<file path="src/rtl/uart_io_port_if.sv">
// rtl/uart_io_port_if.sv - processor IO bus (port id, OUT data, strobes, IN data)
interface uart_io_port_if;
  logic [7:0] IO_port_ID;
  logic [7:0] IO_write_data;
  logic       IO_write_strobe;
  logic       IO_read_strobe;
  logic [7:0] IO_read_data;

  modport master (
    output IO_port_ID,
    output IO_write_data,
    output IO_write_strobe,
    output IO_read_strobe,
    input  IO_read_data
  );

  modport slave (
    input  IO_port_ID,
    input  IO_write_data,
    input  IO_write_strobe,
    input  IO_read_strobe,
    output IO_read_data
  );
endinterface

</file>
<file path="src/rtl/uart_io_port.sv">
// rtl/uart_io_port.sv - IO-mapped 8N1 UART with TX/RX FIFOs; define UART_LOOPBACK_EN to feed uart_tx into the receiver
module uart_io_port #(
  parameter int         CLKS_PER_BIT = 868,
  parameter int         FIFO_DEPTH   = 16,
  parameter logic [7:0] PORT_DATA    = 8'h01,
  parameter logic [7:0] PORT_RXSTAT  = 8'h02,
  parameter logic [7:0] PORT_TXSTAT  = 8'h03,
  parameter logic [7:0] PORT_ERR     = 8'h04
) (
  input  logic           clk100,
  input  logic           reset_n,
  uart_io_port_if.slave  io,
  input  logic           uart_rx,
  output logic           uart_tx
);

  localparam int AW = $clog2(FIFO_DEPTH);
  localparam int CW = $clog2(CLKS_PER_BIT);
  localparam logic [CW-1:0] BIT_LAST  = CW'(CLKS_PER_BIT - 1);
  localparam logic [CW-1:0] HALF_LAST = CW'(CLKS_PER_BIT / 2 - 1);
  localparam logic [CW-1:0] CNT_ONE   = {{(CW-1){1'b0}}, 1'b1};
  localparam logic [AW:0]   PTR_ONE   = {{AW{1'b0}}, 1'b1};

  typedef enum logic [1:0] {TX_IDLE, TX_START, TX_DATA, TX_STOP} tx_state_t;
  typedef enum logic [2:0] {RX_IDLE, RX_START, RX_DATA, RX_STOP, RX_WAIT} rx_state_t;

  // ---------------- strobe edge detection ----------------
  logic rd_prev, wr_prev, rd_fire, wr_fire;

  // Remember previous strobe levels so each assertion acts only once
  always_ff @(posedge clk100 or negedge reset_n) begin
    if (!reset_n) begin
      rd_prev <= 1'b0;
      wr_prev <= 1'b0;
    end else begin
      rd_prev <= io.IO_read_strobe;
      wr_prev <= io.IO_write_strobe;
    end
  end

  assign rd_fire = io.IO_read_strobe & ~rd_prev;
  assign wr_fire = io.IO_write_strobe & ~wr_prev;

  // ---------------- TX FIFO ----------------
  logic [7:0]  tx_mem [FIFO_DEPTH];
  logic [AW:0] tx_wptr, tx_rptr;
  logic        tx_empty, tx_full, tx_push, tx_pop;

  assign tx_empty = (tx_wptr == tx_rptr);
  assign tx_full  = (tx_wptr[AW] != tx_rptr[AW]) && (tx_wptr[AW-1:0] == tx_rptr[AW-1:0]);
  assign tx_push  = wr_fire && (io.IO_port_ID == PORT_DATA) && (!tx_full || tx_pop);

  // TX FIFO pointers; a push into a full FIFO is only taken when the serializer pops that cycle
  always_ff @(posedge clk100 or negedge reset_n) begin
    if (!reset_n) begin
      tx_wptr <= '0;
      tx_rptr <= '0;
    end else begin
      if (tx_push) tx_wptr <= tx_wptr + PTR_ONE;
      if (tx_pop)  tx_rptr <= tx_rptr + PTR_ONE;
    end
  end

  // TX FIFO storage
  always_ff @(posedge clk100) begin
    if (tx_push) tx_mem[tx_wptr[AW-1:0]] <= io.IO_write_data;
  end

  // ---------------- TX serializer ----------------
  tx_state_t     tx_state, tx_state_nx;
  logic [CW-1:0] tx_cnt, tx_cnt_nx;
  logic [2:0]    tx_bit, tx_bit_nx;
  logic [7:0]    tx_shift, tx_shift_nx;
  logic          tx_line_nx;

  // TX state register; uart_tx is registered so the pin never glitches
  always_ff @(posedge clk100 or negedge reset_n) begin
    if (!reset_n) begin
      tx_state <= TX_IDLE;
      tx_cnt   <= '0;
      tx_bit   <= '0;
      tx_shift <= '0;
      uart_tx  <= 1'b1;
    end else begin
      tx_state <= tx_state_nx;
      tx_cnt   <= tx_cnt_nx;
      tx_bit   <= tx_bit_nx;
      tx_shift <= tx_shift_nx;
      uart_tx  <= tx_line_nx;
    end
  end

  // TX next state: fetch a byte in IDLE, then start/8 data/stop bits of CLKS_PER_BIT each
  always_comb begin
    tx_state_nx = tx_state;
    tx_cnt_nx   = tx_cnt;
    tx_bit_nx   = tx_bit;
    tx_shift_nx = tx_shift;
    tx_pop      = 1'b0;
    case (tx_state)
      TX_IDLE: begin
        if (!tx_empty) begin
          tx_pop      = 1'b1;
          tx_shift_nx = tx_mem[tx_rptr[AW-1:0]];
          tx_cnt_nx   = '0;
          tx_state_nx = TX_START;
        end
      end
      TX_START: begin
        if (tx_cnt == BIT_LAST) begin
          tx_cnt_nx   = '0;
          tx_bit_nx   = '0;
          tx_state_nx = TX_DATA;
        end else begin
          tx_cnt_nx = tx_cnt + CNT_ONE;
        end
      end
      TX_DATA: begin
        if (tx_cnt == BIT_LAST) begin
          tx_cnt_nx = '0;
          if (tx_bit == 3'd7) begin
            tx_state_nx = TX_STOP;
          end else begin
            tx_bit_nx   = tx_bit + 3'd1;
            tx_shift_nx = {1'b0, tx_shift[7:1]};
          end
        end else begin
          tx_cnt_nx = tx_cnt + CNT_ONE;
        end
      end
      TX_STOP: begin
        if (tx_cnt == BIT_LAST) begin
          tx_cnt_nx   = '0;
          tx_state_nx = TX_IDLE;
        end else begin
          tx_cnt_nx = tx_cnt + CNT_ONE;
        end
      end
      default: tx_state_nx = TX_IDLE;
    endcase
    case (tx_state_nx)
      TX_START: tx_line_nx = 1'b0;
      TX_DATA:  tx_line_nx = tx_shift_nx[0];
      default:  tx_line_nx = 1'b1;
    endcase
  end

  // ---------------- RX input ----------------
  logic rx_meta, rx_sync, rx_in;

  // Two-flop synchronizer for the asynchronous rx pin
  always_ff @(posedge clk100 or negedge reset_n) begin
    if (!reset_n) begin
      rx_meta <= 1'b1;
      rx_sync <= 1'b1;
    end else begin
      rx_meta <= uart_rx;
      rx_sync <= rx_meta;
    end
  end

`ifdef UART_LOOPBACK_EN
  assign rx_in = uart_tx;
`else
  assign rx_in = rx_sync;
`endif

  // ---------------- RX FIFO ----------------
  logic [7:0]  rx_mem [FIFO_DEPTH];
  logic [AW:0] rx_wptr, rx_rptr;
  logic        rx_empty, rx_full, rx_push, rx_pop, rx_push_req;

  assign rx_empty = (rx_wptr == rx_rptr);
  assign rx_full  = (rx_wptr[AW] != rx_rptr[AW]) && (rx_wptr[AW-1:0] == rx_rptr[AW-1:0]);
  assign rx_pop   = rd_fire && (io.IO_port_ID == PORT_DATA) && !rx_empty;
  assign rx_push  = rx_push_req && (!rx_full || rx_pop);

  // RX FIFO pointers; a CPU pop in the same cycle makes room for a byte arriving at full
  always_ff @(posedge clk100 or negedge reset_n) begin
    if (!reset_n) begin
      rx_wptr <= '0;
      rx_rptr <= '0;
    end else begin
      if (rx_push) rx_wptr <= rx_wptr + PTR_ONE;
      if (rx_pop)  rx_rptr <= rx_rptr + PTR_ONE;
    end
  end

  // ---------------- RX deserializer ----------------
  rx_state_t     rx_state, rx_state_nx;
  logic [CW-1:0] rx_cnt, rx_cnt_nx;
  logic [2:0]    rx_bit, rx_bit_nx;
  logic [7:0]    rx_shift, rx_shift_nx;
  logic          frame_set;

  // RX FIFO storage; the completed byte sits in rx_shift during the stop bit
  always_ff @(posedge clk100) begin
    if (rx_push) rx_mem[rx_wptr[AW-1:0]] <= rx_shift;
  end

  // RX state register
  always_ff @(posedge clk100 or negedge reset_n) begin
    if (!reset_n) begin
      rx_state <= RX_IDLE;
      rx_cnt   <= '0;
      rx_bit   <= '0;
      rx_shift <= '0;
    end else begin
      rx_state <= rx_state_nx;
      rx_cnt   <= rx_cnt_nx;
      rx_bit   <= rx_bit_nx;
      rx_shift <= rx_shift_nx;
    end
  end

  // RX next state: validate start at half bit, then sample each bit at its centre
  always_comb begin
    rx_state_nx = rx_state;
    rx_cnt_nx   = rx_cnt;
    rx_bit_nx   = rx_bit;
    rx_shift_nx = rx_shift;
    rx_push_req = 1'b0;
    frame_set   = 1'b0;
    case (rx_state)
      RX_IDLE: begin
        if (!rx_in) begin
          rx_cnt_nx   = '0;
          rx_state_nx = RX_START;
        end
      end
      RX_START: begin
        if (rx_cnt == HALF_LAST) begin
          rx_cnt_nx   = '0;
          rx_bit_nx   = '0;
          rx_state_nx = rx_in ? RX_IDLE : RX_DATA;
        end else begin
          rx_cnt_nx = rx_cnt + CNT_ONE;
        end
      end
      RX_DATA: begin
        if (rx_cnt == BIT_LAST) begin
          rx_cnt_nx   = '0;
          rx_shift_nx = {rx_in, rx_shift[7:1]};
          if (rx_bit == 3'd7) rx_state_nx = RX_STOP;
          else                rx_bit_nx   = rx_bit + 3'd1;
        end else begin
          rx_cnt_nx = rx_cnt + CNT_ONE;
        end
      end
      RX_STOP: begin
        if (rx_cnt == BIT_LAST) begin
          rx_cnt_nx = '0;
          if (rx_in) begin
            rx_push_req = 1'b1;
            rx_state_nx = RX_IDLE;
          end else begin
            frame_set   = 1'b1;
            rx_state_nx = RX_WAIT;
          end
        end else begin
          rx_cnt_nx = rx_cnt + CNT_ONE;
        end
      end
      RX_WAIT: begin
        if (rx_in) rx_state_nx = RX_IDLE;
      end
      default: rx_state_nx = RX_IDLE;
    endcase
  end

  // ---------------- error flags ----------------
  logic frame_err, rx_overrun, err_rd, overrun_set;

  assign err_rd      = rd_fire && (io.IO_port_ID == PORT_ERR);
  assign overrun_set = rx_push_req && rx_full && !rx_pop;

  // Sticky error flags, cleared by reading PORT_ERR; a new error in the same cycle wins
  always_ff @(posedge clk100 or negedge reset_n) begin
    if (!reset_n) begin
      frame_err  <= 1'b0;
      rx_overrun <= 1'b0;
    end else begin
      if (frame_set)   frame_err  <= 1'b1;
      else if (err_rd) frame_err  <= 1'b0;
      if (overrun_set) rx_overrun <= 1'b1;
      else if (err_rd) rx_overrun <= 1'b0;
    end
  end

  // Combinational read-data port decode
  always_comb begin
    io.IO_read_data = 8'hFF;
    if (io.IO_port_ID == PORT_DATA)
      io.IO_read_data = rx_empty ? 8'h00 : rx_mem[rx_rptr[AW-1:0]];
    else if (io.IO_port_ID == PORT_RXSTAT)
      io.IO_read_data = rx_empty ? 8'h00 : 8'hFF;
    else if (io.IO_port_ID == PORT_TXSTAT)
      io.IO_read_data = tx_full ? 8'hFF : 8'h00;
    else if (io.IO_port_ID == PORT_ERR)
      io.IO_read_data = {6'b0, rx_overrun, frame_err};
  end

endmodule

</file>
<file path="src/flat_wrapper.sv">
// flat-port wrapper written by rule: the top's interface ports become plain ports
module uart_io_port_flat 
#(
  parameter int         CLKS_PER_BIT = 868,
  parameter int         FIFO_DEPTH   = 16,
  parameter logic [7:0] PORT_DATA    = 8'h01,
  parameter logic [7:0] PORT_RXSTAT  = 8'h02,
  parameter logic [7:0] PORT_TXSTAT  = 8'h03,
  parameter logic [7:0] PORT_ERR     = 8'h04
)
  (clk100, reset_n, uart_rx, uart_tx, io_IO_port_ID, io_IO_write_data, io_IO_write_strobe, io_IO_read_strobe, io_IO_read_data);
  uart_io_port_if io_i ();
  input  logic clk100;
  input  logic reset_n;
  input  logic uart_rx;
  output logic uart_tx;
  input wire logic [$bits(io_i.IO_port_ID)-1:0] io_IO_port_ID;
  input wire logic [$bits(io_i.IO_write_data)-1:0] io_IO_write_data;
  input wire logic [$bits(io_i.IO_write_strobe)-1:0] io_IO_write_strobe;
  input wire logic [$bits(io_i.IO_read_strobe)-1:0] io_IO_read_strobe;
  output wire logic [$bits(io_i.IO_read_data)-1:0] io_IO_read_data;
  assign io_i.IO_port_ID = io_IO_port_ID;
  assign io_i.IO_write_data = io_IO_write_data;
  assign io_i.IO_write_strobe = io_IO_write_strobe;
  assign io_i.IO_read_strobe = io_IO_read_strobe;
  assign io_IO_read_data = io_i.IO_read_data;
  uart_io_port #(.CLKS_PER_BIT(CLKS_PER_BIT), .FIFO_DEPTH(FIFO_DEPTH), .PORT_DATA(PORT_DATA), .PORT_RXSTAT(PORT_RXSTAT), .PORT_TXSTAT(PORT_TXSTAT), .PORT_ERR(PORT_ERR)) u_core (.clk100(clk100), .reset_n(reset_n), .io(io_i), .uart_rx(uart_rx), .uart_tx(uart_tx));
endmodule
</file>
<file path="config.mk">
export PLATFORM = sky130hd
export DESIGN_NAME = uart_io_port_flat
export DESIGN_NICKNAME = d
export VERILOG_FILES = /design/src/rtl/uart_io_port_if.sv /design/src/rtl/uart_io_port.sv /design/src/flat_wrapper.sv
export SDC_FILE = /design/constraint.sdc
export NUM_CORES = 1
export LEC_CHECK = 0
export CORE_MARGIN = 1.5
export CORE_UTILIZATION = 62
export CTS_CLUSTER_DIAMETER = 80
export CTS_CLUSTER_SIZE = 10
export DETAILED_ROUTE_END_ITERATION = 12
export PLACE_DENSITY_LB_ADDON = 0.25
export SLEW_MARGIN = 20
export SYNTH_ARGS = -nofsm -noshare
export SYNTH_HDL_FRONTEND = slang
export SYNTH_SLANG_ARGS = --single-unit
</file>
<file path="constraint.sdc">
create_clock -name clk100 -period 3.5 [get_ports clk100]
set_input_delay 0.525 -clock clk100 [delete_from_list [all_inputs] [get_ports clk100]]
set_output_delay 0.525 -clock clk100 [all_outputs]
set_load 0.02 [all_outputs]
</file>
==> flow_metrics.py <==
metrics = {
    "critical_path": {
        "required_ns": 2.97,
        "worstSetupPathDepth": 7,
        "rr_startpoint": "u_core.rx_cnt[0]",
        "sum_of_buffers_and_inverters_on_the_critical_path": 3,
        "critPathMaxFanout": 6,
        "startpoint": "io_IO_port_ID[4]",
        "worst-endpoint-arrival_ns": 2.77,
        "timing.critical_path.to_type": "primary output",
        "crit_path_top_delay_cell": "sky130_fd_sc_hd__or4_4",
        "critPathCapture": "io_IO_read_data[7]",
        "worst-r2r-setup-slack_ns": 0.83,
        "timing.critical_path.slowest_cell_delay_ns": 0.57,
        "timing.critical_path.cells": "clkdlybuf4s50_1, or4_4, nor4_4, o21ai_1, buf_4, o21ai_0, dlygate4sd2_1",
        "critPathLaunchType": "input pin",
        "critical_path.top_delay_family": "buffers and inverters",
        "worstRegToRegCells": 7,
        "r2r_end": "u_core.rx_mem[13][0]",
        "critical_path_class": "in2out",
    },
    "synthesis": {
        "mean_area_per_synthesized_cell_sq_um": 16.6,
        "yosys-top-cells-area": "sky130_fd_sc_hd__edfxtp_1, sky130_fd_sc_hd__dfrtp_1, sky130_fd_sc_hd__mux4_2",
        "synthDominantAreaCellType": "sky130_fd_sc_hd__edfxtp_1",
        "postSynthNetCount": 870,
        "synth_async_sr_flop_share": 0.224,
        "synth.cells.most_frequent": "sky130_fd_sc_hd__edfxtp_1, sky130_fd_sc_hd__dfrtp_1, sky130_fd_sc_hd__mux4_2, sky130_fd_sc_hd__o21ai_0, sky130_fd_sc_hd__nor2_1",
        "postSynth.topFlopCell": "sky130_fd_sc_hd__edfxtp_1",
        "synth.most_common_cell": "sky130_fd_sc_hd__edfxtp_1",
        "synth_enable_flop_cells": 256,
        "synth.cell_area_sq_um": 13800,
        "syn_inst": 832,
        "synth_sequential_area_ratio": 0.690,
        "synth.distinct_cells": 62,
        "synthesis.yosys.warnings": 0,
        "synth.top_cell.area_share": 0.556,
        "yosys_reg_bits": 330,
    },
    "grt": {
        "overflow": 0,
        "grt_pass1_wl_um": 43000,
        "number_of_antenna_violations_at_the_first_check_in_global_routing": 0,
        "gr-usage-all-layers": 0.240,
        "via_count_of_the_first_global_routing_pass": 7815,
        "grt_max_degree": 61,
    },
    "final_layout": {
        "finalNonFillerCells": 1198,
        "num-fill-cells": 1314,
        "drive_above_1_share": 0.185,
        "layout.area.seq_sq_um": 9550,
        "final_net_count": 927,
        "antennaDiodeCount": 0,
        "area_delta_synth_final_pct": 13.0,
        "multiInputGateArea_sq_um": 4070,
        "stdcell_area_sq_um": 15600,
    },
    "timing": {
        "post-route-worst-setup-slack_ns": 0.207,
        "final_min_period_over_clock_period": 0.941,
        "rsz0062_at_grt": "false",
        "clock-skew-final_ns": 0.0266,
        "final.setup.tns_ns": 0,
        "period_needed_ns": 3.29,
        "report.final.setup_viol": 0,
        "worst_slew_pin_slew_ns": 1.08,
        "max_freq_mhz": 304,
        "timing.final.hold_violations": 0,
        "relSlewSlack": 0.275,
        "maxSlewViolCount": 0,
    },
    "placement": {
        "place.detailed.hpwl_um": 17400,
        "numPortBuffers": 29,
        "dp_worst_slack_ns": -0.0874,
        "gp_congestion": 0.861,
        "postPlaceCellArea_sq_um": 14500,
        "placed_cells_incl_taps": 1128,
    },
    "floorplan": {
        "fp.dieW_um": 152,
        "core_area_sq_um": 21800,
        "start_util": 0.634,
        "die_footprint_sq_um": 23200,
        "rows": 54,
        "die_h_um": 152,
        "io_pins": 30,
    },
    "clocking": {
        "ctsRootBufferMaster": "sky130_fd_sc_hd__clkbuf_16",
        "cts_made_buffers": 38,
        "hold_buffers": 0,
        "clk_latency_ns": 0.52,
        "maximum_buffer_depth_of_the_clock_tree": 3,
        "ctsHtreeMaxLevel": 2,
        "cts_tree": "done",
        "cts.sink_count": 330,
        "clkSlewWorstSetupHoldPaths_ns": 0.06,
    },
    "drt": {
        "detail_route.drc_violations": 0,
        "route.antenna.remaining_nets": 0,
        "viasPerCell": 6.38,
        "routedWlPerCell_um": 22.7,
        "route.vias.total": 7643,
        "drt_wl_total_um": 27200,
        "drt-pass1-iter-count": 5,
        "drt-initial-drc-count": 760,
    },
    "hold_path": {
        "hp-class": "in2async",
    },
    "power_and_ir_drop": {
        "vdd.ir_drop.worst_mv": 0.510,
        "power.density_cell_area_nw_per_um2": 503,
        "static-leakage-power_nw": 5.82,
        "design_power_total_mw": 7.86,
    },
    "run": {
        "max-cap-violations": 0,
    },
    "run_status": {
        "result_of_the_run": "finished, final reports clean",
    },
}
## per-layer routing
layer | global-route usage | wire [um]
met5 | 0 | 0
met4 | 0.0754 | 736
met3 | 0.0364 | 1520
met2 | 0.406 | 13900
met1 | 0.326 | 11000
## placed cells by master, fill, tap and decap left out, drive strengths merged, types with 4 or more instances in the layout
master / count
edfxtp: 256
dfrtp: 71
clkbuf: 67
mux4: 60
o21ai: 44
nor2: 36
nand2: 33
and3: 30
buf: 26
xnor2: 23
clkdlybuf4s50: 20
nand3: 19
mux2: 18
nor3: 18
nor2b: 17
a22o: 17
ha: 17
o22ai: 15
inv: 11
nand4: 9
xor2: 8
mux2i: 7
and2: 7
nor3b: 7
nand2b: 6
a221o: 6
a21oi: 5
o31ai: 5
a21o: 5
dlymetal6s2s: 5
nor4: 5
or3: 4
## state kept, by name, indices dropped and copies added, names as in the netlist
register / cells
u_core.rx_mem: 128
u_core.tx_mem: 128
u_core.rx_cnt: 10
u_core.tx_cnt: 10
u_core.rx_shift: 8
u_core.tx_shift: 8
u_core.rx_rptr: 5
u_core.rx_wptr: 5
u_core.tx_rptr: 5
u_core.tx_wptr: 5
u_core.rx_bit: 3
u_core.rx_state: 3
u_core.tx_bit: 3
u_core.tx_state: 2
u_core.frame_err: 1
u_core.rd_prev: 1
u_core.rx_in: 1
u_core.rx_meta: 1
u_core.rx_overrun: 1
u_core.uart_tx: 1
u_core.wr_prev: 1
## cells by family after synthesis
group / synth area share
mux: 0.117
buf+inv: 0.0155
compound gates: 0.0597
simple gates: 0.0822
fa+ha+maj: 0.0154
flops: 0.690
xor+xnor: 0.0196
## power by group
group	switching (mW)	internal (mW)	leakage, nW
sequential	0.00685	4.21	3.57
combinational	0.0694	0.0427	1.72
clock	1.44	2.09	0.527
## how the worst min path moves through the flow
stage                         startpoint                to  slack (ns)  cells after the start
final                            reset_n  u_core.rx_cnt[0]        0.09                      1
after global routing             reset_n  u_core.rx_cnt[0]        0.15                      1
after CTS                        reset_n  u_core.rx_cnt[0]        0.12                      1
after detailed placement  u_core.rx_meta      u_core.rx_in        0.35                      0
after global placement    u_core.rx_meta      u_core.rx_in        0.35                      0
after floorplan                  reset_n  u_core.frame_err        0.23                      0
## timing repair
item | CTS | global route
pin swaps | 1 | 0
gates resized for setup | 5 | 5
setup endpoints to repair | 8 | 5
buffers inserted | 1 | 0
## through the flow
step	util	hold WS, ns
floorplan	-	0.229
finish	0.716	0.0878
global placement	0.664	0.353
CTS	0.715	0.122
global route	0.716	0.148
detailed placement	0.664	0.350
## worst register-to-register path, stage by stage (launching register included)
cell and delay [ns]:
sky130_fd_sc_hd__dfrtp_1 0.40, sky130_fd_sc_hd__ha_1 0.23, sky130_fd_sc_hd__and4bb_2 0.27, sky130_fd_sc_hd__nand3_1 0.21, sky130_fd_sc_hd__nor4_2 0.27, sky130_fd_sc_hd__buf_4 0.20
sky130_fd_sc_hd__and2_4 0.22, sky130_fd_sc_hd__and3_1 0.52
## layout make-up
class / count / area share
Sequential cell: 330 / 0.611
Tap cell: 280 / 0.0224
Multi-Input combinational cell: 454 / 0.261
Inverter: 11 / 0.00264
Clock inverter: 2 / 0.00208
Timing Repair Buffer: 54 / 0.0318
Clock buffer: 67 / 0.0692
No activity file was read; power rests on OpenSTA's default activity.
